### src/rtl/tsu_pkg.sv
// Shared types and constants for the timestamp-unit queue drain controller.
package tsu_pkg;

  localparam int TSU_QW    = 92;
  localparam int TSU_CNT_W = 16;

  typedef enum logic [2:0] {
    IDLE,
    ISSUE,
    WAIT,
    HOLD,
    FLUSH
  } tsu_state_e;

endpackage

### src/rtl/tsu_rr_arb2.sv
// Two-way round-robin pick: with both requesting, the side not served last wins.
module tsu_rr_arb2
  import tsu_pkg::*;
(
  input  logic [1:0] req,
  input  logic       last,
  output logic [1:0] grant
);

  always_comb begin
    grant = req;
    if (req == 2'b11) begin
      grant = last ? 2'b01 : 2'b10;
    end
  end

endmodule

### src/rtl/tsu_drain_ctrl.sv
// Drains two timestamp queues one entry at a time into a valid/ready consumer.
// Optional per-queue drained-entry counters are built when TSU_DRAIN_CNT_EN is defined.
module tsu_drain_ctrl
  import tsu_pkg::*;
#(
  parameter int QW        = TSU_QW,
  parameter int RD_LAT    = 1,
  parameter int FLUSH_LEN = 4
) (
  input  logic                 clk,
  input  logic                 rst,
  input  logic [7:0]           q0_rd_stat,
  input  logic [7:0]           q1_rd_stat,
  input  logic [QW-1:0]        q0_rd_data,
  input  logic [QW-1:0]        q1_rd_data,
  output logic                 q0_rd_en,
  output logic                 q1_rd_en,
  output logic                 q_rst,
  input  logic                 flush,
  output logic                 out_valid,
  input  logic                 out_ready,
  output logic [QW-1:0]        out_data,
  output logic                 out_src,
  output logic [TSU_CNT_W-1:0] cnt0,
  output logic [TSU_CNT_W-1:0] cnt1
);

  localparam logic [1:0] LAT_LOAD   = 2'(RD_LAT - 1);
  localparam logic [3:0] FLUSH_LOAD = 4'(FLUSH_LEN - 1);

  tsu_state_e state, state_nxt;
  logic       sel;
  logic       last;
  logic [1:0] lat_cnt;
  logic [3:0] fl_cnt;
  logic [1:0] req;
  logic [1:0] grant;
  logic       cap;
  logic       hs;
  logic       stat_unused;

  // Only the used-word count matters; the remaining status bits are ignored.
  assign req         = {|q1_rd_stat[2:0], |q0_rd_stat[2:0]};
  assign stat_unused = ^{q0_rd_stat[7:3], q1_rd_stat[7:3]};

  tsu_rr_arb2 u_arb (
    .req   (req),
    .last  (last),
    .grant (grant)
  );

  assign cap = (state == WAIT) && (lat_cnt == '0) && !flush;
  assign hs  = (state == HOLD) && out_ready && !flush;

  always_comb begin
    state_nxt = state;
    q0_rd_en  = 1'b0;
    q1_rd_en  = 1'b0;
    q_rst     = 1'b0;
    case (state)
      IDLE:    if (|grant) state_nxt = ISSUE;
      ISSUE: begin
        state_nxt = WAIT;
        q0_rd_en  = !sel && !rst;
        q1_rd_en  = sel && !rst;
      end
      WAIT:    if (lat_cnt == '0) state_nxt = HOLD;
      HOLD:    if (out_ready) state_nxt = IDLE;
      FLUSH: begin
        q_rst = 1'b1;
        if (fl_cnt == '0) state_nxt = IDLE;
      end
      default: state_nxt = IDLE;
    endcase
    // A flush overrides every transition, including a same-cycle handshake.
    if (flush) state_nxt = FLUSH;
  end

  always_ff @(posedge clk) begin
    if (rst) begin
      state     <= IDLE;
      sel       <= 1'b0;
      last      <= 1'b1;
      lat_cnt   <= '0;
      fl_cnt    <= '0;
      out_valid <= 1'b0;
      out_data  <= '0;
      out_src   <= 1'b0;
    end else begin
      state <= state_nxt;
      if (state == IDLE && |grant) sel <= grant[1];
      if (state == ISSUE)          lat_cnt <= LAT_LOAD;
      else if (lat_cnt != '0)      lat_cnt <= lat_cnt - 2'd1;
      if (flush)                   fl_cnt <= FLUSH_LOAD;
      else if (fl_cnt != '0)       fl_cnt <= fl_cnt - 4'd1;
      if (flush || hs)             out_valid <= 1'b0;
      else if (cap)                out_valid <= 1'b1;
      if (cap) begin
        out_data <= sel ? q1_rd_data : q0_rd_data;
        out_src  <= sel;
      end
      if (hs) last <= sel;
    end
  end

`ifdef TSU_DRAIN_CNT_EN
  function automatic logic [TSU_CNT_W-1:0] sat_inc(input logic [TSU_CNT_W-1:0] v);
    return (v == '1) ? v : v + TSU_CNT_W'(1);
  endfunction

  logic [TSU_CNT_W-1:0] cnt0_r, cnt1_r;

  always_ff @(posedge clk) begin
    if (rst) begin
      cnt0_r <= '0;
      cnt1_r <= '0;
    end else if (hs) begin
      if (sel) cnt1_r <= sat_inc(cnt1_r);
      else     cnt0_r <= sat_inc(cnt0_r);
    end
  end

  assign cnt0 = cnt0_r;
  assign cnt1 = cnt1_r;
`else
  assign cnt0 = '0;
  assign cnt1 = '0;
`endif

endmodule

### config.mk
export PLATFORM = sky130hd
export DESIGN_NAME = tsu_drain_ctrl
export DESIGN_NICKNAME = d
export VERILOG_FILES = /design/src/rtl/tsu_pkg.sv /design/src/rtl/tsu_rr_arb2.sv /design/src/rtl/tsu_drain_ctrl.sv
export SDC_FILE = /design/constraint.sdc
export NUM_CORES = 1
export LEC_CHECK = 0
export ABC_AREA = 1
export ABC_CLOCK_PERIOD_IN_PS = 2040
export CORE_AREA = 4 4 127 129
export CTS_BUF_LIST = sky130_fd_sc_hd__clkbuf_8
export DETAILED_ROUTE_END_ITERATION = 8
export DIE_AREA = 0 0 131 133
export MAX_ROUTING_LAYER = met4
export PLACE_DENSITY = 0.9
export SKIP_CTS_REPAIR_TIMING = 1
export SLEW_MARGIN = 20
export SYNTH_ARGS = -nofsm -noshare
export SYNTH_HDL_FRONTEND = slang
export SYNTH_HIERARCHICAL = 1
export SYNTH_SLANG_ARGS = --single-unit
export TNS_END_PERCENT = 20
### constraint.sdc
create_clock -name clk -period 2.04 [get_ports clk]
set_input_delay 0.612 -clock clk [delete_from_list [all_inputs] [get_ports clk]]
set_output_delay 0.612 -clock clk [all_outputs]
set_load 0.05 [all_outputs]
Word level (Yosys, flattened, before mapping) --
Index checks and enable logic that the tools add are counted.
Cells by class: add/subtract/negate cells 2, equal/unequal tests 13, mux-type cells 14, reduce and logical (&&, ||, !) cells 25
Operators with widths (count):
- $mux 92 | 1
- $mux 3 | 5
- $pmux 3 s5 | 1
- $ne 3x3->1 const B | 3
- $mux 2 | 4
- $reduce_and 4->1 | 2
- $reduce_or 2->1 | 4
- $logic_and 1x1->1 | 7
- $eq 3x2->1 const B | 2
- $ne 2x2->1 const B | 3
- $reduce_or 3->1 | 2
- $logic_not 4->1 | 1
- $reduce_bool 2->1 | 2
- $reduce_bool 4->1 | 1
- $sub 4x1->4 const B | 1
- $eq 3x1->1 const B | 1
- $eq 3x3->1 const B | 1
- $logic_not 1->1 | 3
- $logic_not 3->1 | 1
- $mux 1 | 3
- $ne 3x2->1 const B | 1
- $eq 2x2->1 const B | 1
- $logic_not 2->1 | 1
- $ne 2x1->1 const B | 1
- 2 further kinds | 2
Storage, ports and cells: flip-flop bits (word level) 105, input bits 204, output and inout bits 129

Depth between registers and ports, before layout --
Gate-level depths: netlist of run 1.
depth in word-level cells 7, depth in mapped cells 10, depth with buffers taken out 10

By module --
The synthesis of run 1 kept the hierarchy.
By module, submodules not included:
- tsu_drain_ctrl | instances 1, cells an instance 824, area an instance 5401.4 sq um, sequential area each 2102.0 sq um
- tsu_rr_arb2 | instances 1, cells an instance 5, area an instance 21.3 sq um, sequential area each 0.0 sq um

Worst setup path after synthesis of run 1 --
Ideal clock, no wire load.
path kind register to output, start reg sel, end out q0_rd_en, data arrival time 1.997 ns, required time 1.428 ns, slack -0.569 ns, cell stages (with the launch flop) 6, path through dfxtp_1 buf_2 buf_2 buf_2 buf_2 nor3_1
On the way: word-level cells in the longest chain between the ends 3
RTL lines:
- from (decl) | RTL line tsu_drain_ctrl.sv:32 | logic sel;
- from (signal assigned) | RTL line tsu_drain_ctrl.sv:91 | if (state == IDLE && |grant) sel <= grant[1];
- $logic_not 1->1 | RTL line tsu_drain_ctrl.sv:64 | q0_rd_en = !sel && !rst;
- $logic_and 1x1->1 | RTL line tsu_drain_ctrl.sv:64
- $mux 1 | RTL line tsu_drain_ctrl.sv:60 | case (state)
- to (decl) | RTL line tsu_drain_ctrl.sv:16 | output logic q0_rd_en,
No other way between the ends.

Worst setup path after layout of run 1 --
start in q1_rd_stat[1], end reg state[1]
On the way: word-level cells in the longest chain between the ends 6
RTL lines:
- from (decl) | RTL line tsu_drain_ctrl.sv:13 | input logic [7:0] q1_rd_stat,
- $reduce_or 3->1 (*) | RTL line tsu_drain_ctrl.sv:43 | assign req = {|q1_rd_stat[2:0], |q0_rd_stat[2:0]};
- named net req[1] | RTL line tsu_drain_ctrl.sv:36 | logic [1:0] req;
- $eq 2x2->1 | RTL line tsu_rr_arb2.sv:12 | if (req == 2'b11) begin
- $mux 2 (*) | RTL line tsu_rr_arb2.sv:12
- named net grant[1] | RTL line tsu_drain_ctrl.sv:37 | logic [1:0] grant;
- $reduce_or 2->1 (*) | RTL line tsu_drain_ctrl.sv:61 | IDLE: if (|grant) state_nxt = ISSUE;
- $ne 2x2->1 (no source line) (*)
- $reduce_and 4->1 (no source line) (*)
- to (signal assigned) | RTL line tsu_drain_ctrl.sv:90 | state <= state_nxt;
- to (decl) | RTL line tsu_drain_ctrl.sv:31 | tsu_state_e state, state_nxt;
The timed path passes the listed nets; every way through them passes the cells marked *. A chain may end at the register's enable or synchronous reset.

==> metrics.yaml, run 1 <==
crit_required_ns: 2.32
routed_wl_mm: 16.3
wire_per_inst_um: 12.6
total_power_uw: 4630
multi_input_area_um2: 2470
holdPathStages: 2
drive_gt1_frac: 0.134
clk_latency_ns: 0.38
ys_ff_latch: 105
grt_max_degree: 96
die_area_um2: 17400
hpwl_mm: 12.3
intPower_uw: 3380
grt_pass1_vias: 5001
fin_skew_ns: 0.0140
clock_path_buffers: 2
power_density_nw_per_um2: 550
switchingPower_uw: 1250
final.period_utilization: 0.974
yosysWarnings: 6
grt_use_total: 0.172
grt_busiest_layer: "met2"
rows: 45
criticalPathCategory: "input port to flip-flop"
syn_inst: 829
arrival_ns: 2.27
met2_usage: 0.294
min_to: "lat_cnt[0]"
dieHeight_um: 133
status: "finished clean"
cts_tree: "yes"
nets: 1303
rsz0062_at_grt: "true"
leakage_uw: 0.00403
htreeDepth: 3
synth_simple_gate_area_frac: 0.237
start_util: 0.361
worstSetupStartpointType: "input port"
swShare: 0.270
critical_path.endpoint_type: "flip-flop"
num_vias: 5838
root_buffer: "clkbuf_8"
synth_compound_gate_area_share: 0.182
drc: 0
clkPwrFrac: 0.339
max_clock_freq_mhz: 503
final-max-slew-violation-count: 0
num_antenna_cells: 0
ff2ff_path_depth: 8
synth_mux_area_frac: 0
final_common_cell: "nor2_1"
grt_pass1_wl_mm: 23.6
syn2layout_area_growth_pct: 55.3
gp_congestion: 0.807
r2r_end: "out_data[60]"
dr.pass1.iters: 4
finalSetupTns_ns: 0
power_frac_comb: 0.207
path_clk_slew_ns: 0.10
met1_usage: 0.200
viasPerCell: 4.53
hold_viol: 0
yosys.area_share.xor_xnor: 0.00323
worstHoldStart: "lat_cnt[0]"
numClockSinks: 105
ff_latch_area_um2: 2110
core-area_um2: 15000
r2r_slack_ns: 0.38
gr-total-overflow: 0
r2r-start: "lat_cnt[0]"
met3_usage: 0.0327
ir_drop_mv: 0.298
cap_viol_max_count: 0
synth_top_family_by_area: "simple AND/OR/NAND/NOR gates"
ios: 333
period_needed_ns: 1.99
synth_cell_types: 26
antenna_found_initial: 0
yosysSeqAreaShare: 0.388
fillers: 1346
p_seq_frac: 0.454
synth_area_per_cell_um2: 6.54
drt_iter0_drc: 229
cts_buffers: 9
die_w_um: 131
final_cell_mix: "nor2_1, clkdlybuf4s50_1, o21ai_0"
critical_path_peak_fanout: 3
syn_area_um2: 5420
synth_adder_area_share: 0.00461
portBuffers: 290
setup_violations: 0
drtAntennaViolNets: 0
hold_path_class: "flip-flop to flip-flop"
-- cell families (layout without fill, tap and decap cells) --
kind of cell | Yosys count | after routing
adders and majority gates | 2 | 2
other | 1 | 32
buffers and inverters | 195 | 437
and+or+nand+nor | 327 | 327
DFF | 105 | 105
AOI/OAI and AO/OA | 197 | 197
xor gates and xnor gates | 2 | 2
-- stage by stage --
step            util  cell area, um2  hold slack [ns]  worst slack (ns)  instances
2_1_floorplan      -            5560            0.443            -0.120        860
3_3_place_gp   0.541            8140            0.452            -0.289       1273
3_5_place_dp   0.541            8140            0.474            -0.327       1273
4_1_cts        0.558            8380            0.489            -0.213       1289
5_1_grt        0.560            8420            0.520           -0.0168       1290
6_report       0.560            8420            0.484            0.0525       1290
-- cells in the mapped netlist --
cell	number	share of area
xor2_1	1	0.0016
buf_6	9	0.019
buf_4	32	0.044
nand3_1	10	0.0092
xnor2_1	1	0.0016
or3_1	2	0.0023
inv_2	1	0.00069
nand4_1	2	0.0023
o21ai_1	14	0.013
nor2_4	1	0.0021
nor3_1	3	0.0028
or2_2	1	0.0012
clkbuf_1	24	0.017
dfxtp_1	105	0.39
a21oi_1	6	0.0055
nor2_1	200	0.14
nor3_4	1	0.0030
a31oi_1	2	0.0023
buf_2	12	0.011
nand2_4	1	0.0021
conb_1	1	0.00069
inv_1	111	0.077
ha_1	2	0.0046
o21ai_0	175	0.16
buf_8	6	0.017
nand2_1	106	0.073
-- flip-flops by register name (all words and copies together), names as in the netlist --
register and count:
fl_cnt 4, state 3, out_valid 1, lat_cnt 2, last 1, sel 1, out_src 1, out_data 92
-- worst max-delay path: stages --
cell and delay, ns:
clkdlybuf4s50_1 0.42, or3_1 0.40, inv_1 0.09, a21oi_1 0.05, or2_2 0.30, nor2_1 0.11, nor2_1 0.08, a21oi_1 0.16
nor2_1 0.05
-- cell type report --
| cell class | instances | area share |
|---|---|---|
| clock buffers | 9 | 0.0147 |
| clock inverters | 7 | 0.0149 |
| inverters | 112 | 0.0502 |
| multi-input cells | 560 | 0.293 |
| flip-flops and latches | 105 | 0.251 |
| well taps | 188 | 0.0279 |
| repair buffers | 309 | 0.348 |
-- power by group through the flow --
stage,clock network [uW],registers (uW),logic (uW)
floorplan,0,2220,446
global placement,0,2150,940
detailed placement,0,2150,952
CTS,1640,2100,955
global route,1690,2110,1030
finish,1570,2100,961
-- metal layers --
layer  wire length, um  vias up
met3              1220       25
met1              6650     2569
met2              8100      212
met4               295        0
met5                 0        -
li1                  -     3032
-- how the worst max path moves through the flow --
stage | cells past startpoint | start | to | slack [ns]
floorplan | 5 | rst | q1_rd_en | -0.12
global placement | 9 | q0_rd_stat[1] | state[0] | -0.29
detailed placement | 9 | q0_rd_stat[1] | state[1] | -0.33
CTS | 4 | state[1] | q0_rd_en | -0.21
global route | 4 | state[2] | q0_rd_en | -0.02
finish | 9 | q1_rd_stat[1] | state[1] | 0.05
No activity file was read; power rests on OpenSTA's default activity.
==> run 2: changes to the inputs <==
--- a/config.mk
+++ b/config.mk
@@ -5,8 +5,6 @@
 export SDC_FILE = /design/constraint.sdc
 export NUM_CORES = 1
 export LEC_CHECK = 0
-export ABC_AREA = 1
-export ABC_CLOCK_PERIOD_IN_PS = 2040
 export CORE_AREA = 4 4 127 129
 export CTS_BUF_LIST = sky130_fd_sc_hd__clkbuf_8
 export DETAILED_ROUTE_END_ITERATION = 8
==> constraint.sdc (replaced) <==
create_clock -name clk -period 2.5 [get_ports clk]
set_input_delay 0.75 -clock clk [delete_from_list [all_inputs] [get_ports clk]]
set_output_delay 0.75 -clock clk [all_outputs]
set_load 0.05 [all_outputs]
==> run 2 against run 1 <==
Compared with the run above:
- clock skew grew 0.0023 ns
- sequential share of layout area shrank 0.31 points
- critical path depth shrank 8
- total power shrank 21%
- largest cell class unchanged
- largest power group unchanged
- core utilization grew 0.56 points
==> metrics.yaml, run 2 <==
status: "finished clean"
worst_pin_slew_ns: 0.743
yosysTopAreaCell: "dfxtp_1"
clock_path_buffers: 2  # unchanged
ys_ff_latch: 105  # unchanged
yosysSeqAreaShare: 0.384  # -0.00319
worstSetupStartpointType: "flip-flop"
cts_buffers: 9  # unchanged
drive_gt1_frac: 0.0443  # -0.0900
syn_inst: 628  # -24%
die_area_um2: 17400  # unchanged
final.period_utilization: 0.935
hpwl_mm: 12.0  # -2.4%
finalSetupTns_ns: 0  # unchanged
numClockSinks: 105  # unchanged
synth_edf_count: 0  # unchanged
dieHeight_um: 133  # unchanged
htreeDepth: 3  # unchanged
synth-async-reset-ratio: 0  # unchanged
drc: 0  # unchanged
antenna_found_initial: 0  # unchanged
max-slew-margin-rel: 0.505
num_vias: 5337  # -8.6%
ff_latch_area_um2: 2110  # -0.24%
synth_top_cells_by_area: "dfxtp_1, mux2i_1, or3_1"
path_clk_slew_ns: 0.11  # about the same
setup_violations: 0  # unchanged
cpPeakStageDelay_ns: 0.83  # +0.41 ns
path_buf_inv: 1  # -1
root_buffer: "clkbuf_8"
largest_reg_flops: 92  # unchanged
gp_congestion: 0.769  # -4.7%
num_antenna_cells: 0  # unchanged
synth_cell_types: 31  # +19%
final_common_cell: "clkdlybuf4s50_1"
largestRegisters: "out_data (92), fl_cnt (4), state (3)"
max_clock_freq_mhz: 428
yosysWarnings: 6  # unchanged
placed_area_um2: 8280  # +1.8%
dominantRegCellSynth: "dfxtp_1"
cts_tree: "yes"
gr-total-overflow: 0  # unchanged
crit_required_ns: 1.75  # -0.57 ns
grt_pass1_vias: 5049  # +0.96%
grt_pass1_wl_mm: 23.8  # +0.97%
yosysTopAreaCellShare: 0.384  # -0.00319
critical_path.endpoint_type: "output port"
rsz0062_at_grt: "false"
path_cells: "clkdlybuf4s50_1"
criticalPathCategory: "flip-flop to output port"
power_density_nw_per_um2: 433  # -21%
viasPerCell: 4.99  # +10%
start_util: 0.364  # +0.00300
ir_drop_mv: 0.256  # -14%
ios: 333  # unchanged
core-area_um2: 15000  # unchanged
hold_viol: 0  # unchanged
arrival_ns: 1.59  # -0.68 ns
nets: 1082  # -17%
synth_common_cells: "dfxtp_1, a21oi_1, mux2i_1, or3_1, o21ai_0"
final-max-slew-violation-count: 0  # unchanged
multi_input_area_um2: 2890  # +17%
final_cell_mix: "clkdlybuf4s50_1, dfxtp_1, a21oi_1"
critPathTopFamily: "buffers and inverters"
regMostFlops: "out_data"
drt_iter0_drc: 257  # +12%
grt_max_degree: 97  # +1.0%
critical_path_peak_fanout: 2  # -1
dr.pass1.iters: 4  # unchanged
final_area_um2: 8510  # +1.0%
worst_path_max_delay_cell: "clkdlybuf4s50_1"
synth_area_per_cell_um2: 8.71  # +33%
syn2layout_area_growth_pct: 55.6
fillers: 1342  # -0.30%
fin_skew_ns: 0.0163  # +0.00229 ns
drtAntennaViolNets: 0  # unchanged
period_needed_ns: 2.34
grt_use_total: 0.175  # +0.00246
syn_area_um2: 5470  # +0.83%
cap_viol_max_count: 0  # unchanged
wire_per_inst_um: 15.0  # +19%
die_w_um: 131  # unchanged
rows: 45  # unchanged
clk_latency_ns: 0.38  # about the same
portBuffers: 290  # unchanged
synth.most_common_cell: "dfxtp_1"
leakage_uw: 0.00277  # -31%
routed_wl_mm: 16.0  # -1.6%
hold_path_class: "flip-flop to flip-flop"
## run 2: cell types whose count changed after synthesis, moves of 91 or more
cell | previous run | this run
a21oi_1 | 6 | 97
inv_1 | 111 | 7
mux2i_1 | 0 | 95
nand2_1 | 106 | 3
nor2_1 | 200 | 8
or3_1 | 2 | 95
## run 2: layout make-up
cell class,count,area share
Multi-Input combinational cell,452,0.340
Tap cell,188,0.0277
Timing Repair Buffer,301,0.355
Clock inverter,7,0.0113
Inverter,7,0.00309
Clock buffer,9,0.0146
Sequential cell,105,0.248
## run 2: stage by stage
step	setup WS (ns)	std cells	utilization	hold WS, ns	power (uW)
4_1_cts	0.0416	1069	0.566	0.478	3730
2_1_floorplan	0.0469	659	-	0.472	2210
6_report	0.162	1069	0.566	0.475	3680
3_3_place_gp	0.147	1053	0.551	0.455	2550
5_1_grt	0.0835	1069	0.566	0.491	3880
3_5_place_dp	0.129	1053	0.551	0.463	2560
## run 2: tightest hold or removal path: cells and delay by family, from the launching register on
kind,cells,cell delay [ns]
AO/OA/AOI/OAI,2,0.12
flip-flops,1,0.32
## run 2: worst paths after layout
check | start | endpoint | slack [ns] | cells past startpoint
worst max register to register | state[0] | out_data[72] | 0.38 | 4
worst max-delay path | out_src | out_src | 0.16 | 1
worst min register to register | out_data[45] | out_data[45] | 0.47 | 2
worst min-delay path | out_data[45] | out_data[45] | 0.47 | 2
## run 2: where the power goes
group | leakage (uW) | internal, uW | total, uW | switching, uW
Sequential | 0.000849 | 1700 | 1720 | 18.7
Clock | 0.000109 | 496 | 1160 | 661
Combinational | 0.00181 | 406 | 804 | 398
Total | 0.00277 | 2600 | 3680 | 1080
## run 2: kinds of logic (layout without fill, tap and decap cells)
logic type	after synthesis	after routing	share of synthesized area
buf+inv	102	324	0.109
xor+xnor	2	2	0.00320
other cells	1	32	0.000686
flops	105	105	0.384
simple gates	124	124	0.140
fa+ha+maj	2	2	0.00458
mux	95	95	0.174
compound gates	197	197	0.185
## run 2: metal layers
metal / vias up / wire (um) / global-route usage
met3: 30 / 1060 / 0.0323
met1: 2431 / 6340 / 0.195
met2: 207 / 8190 / 0.301
met5: - / 0 / -
li1: 2669 / - / -
met4: 0 / 399 / 0.0714
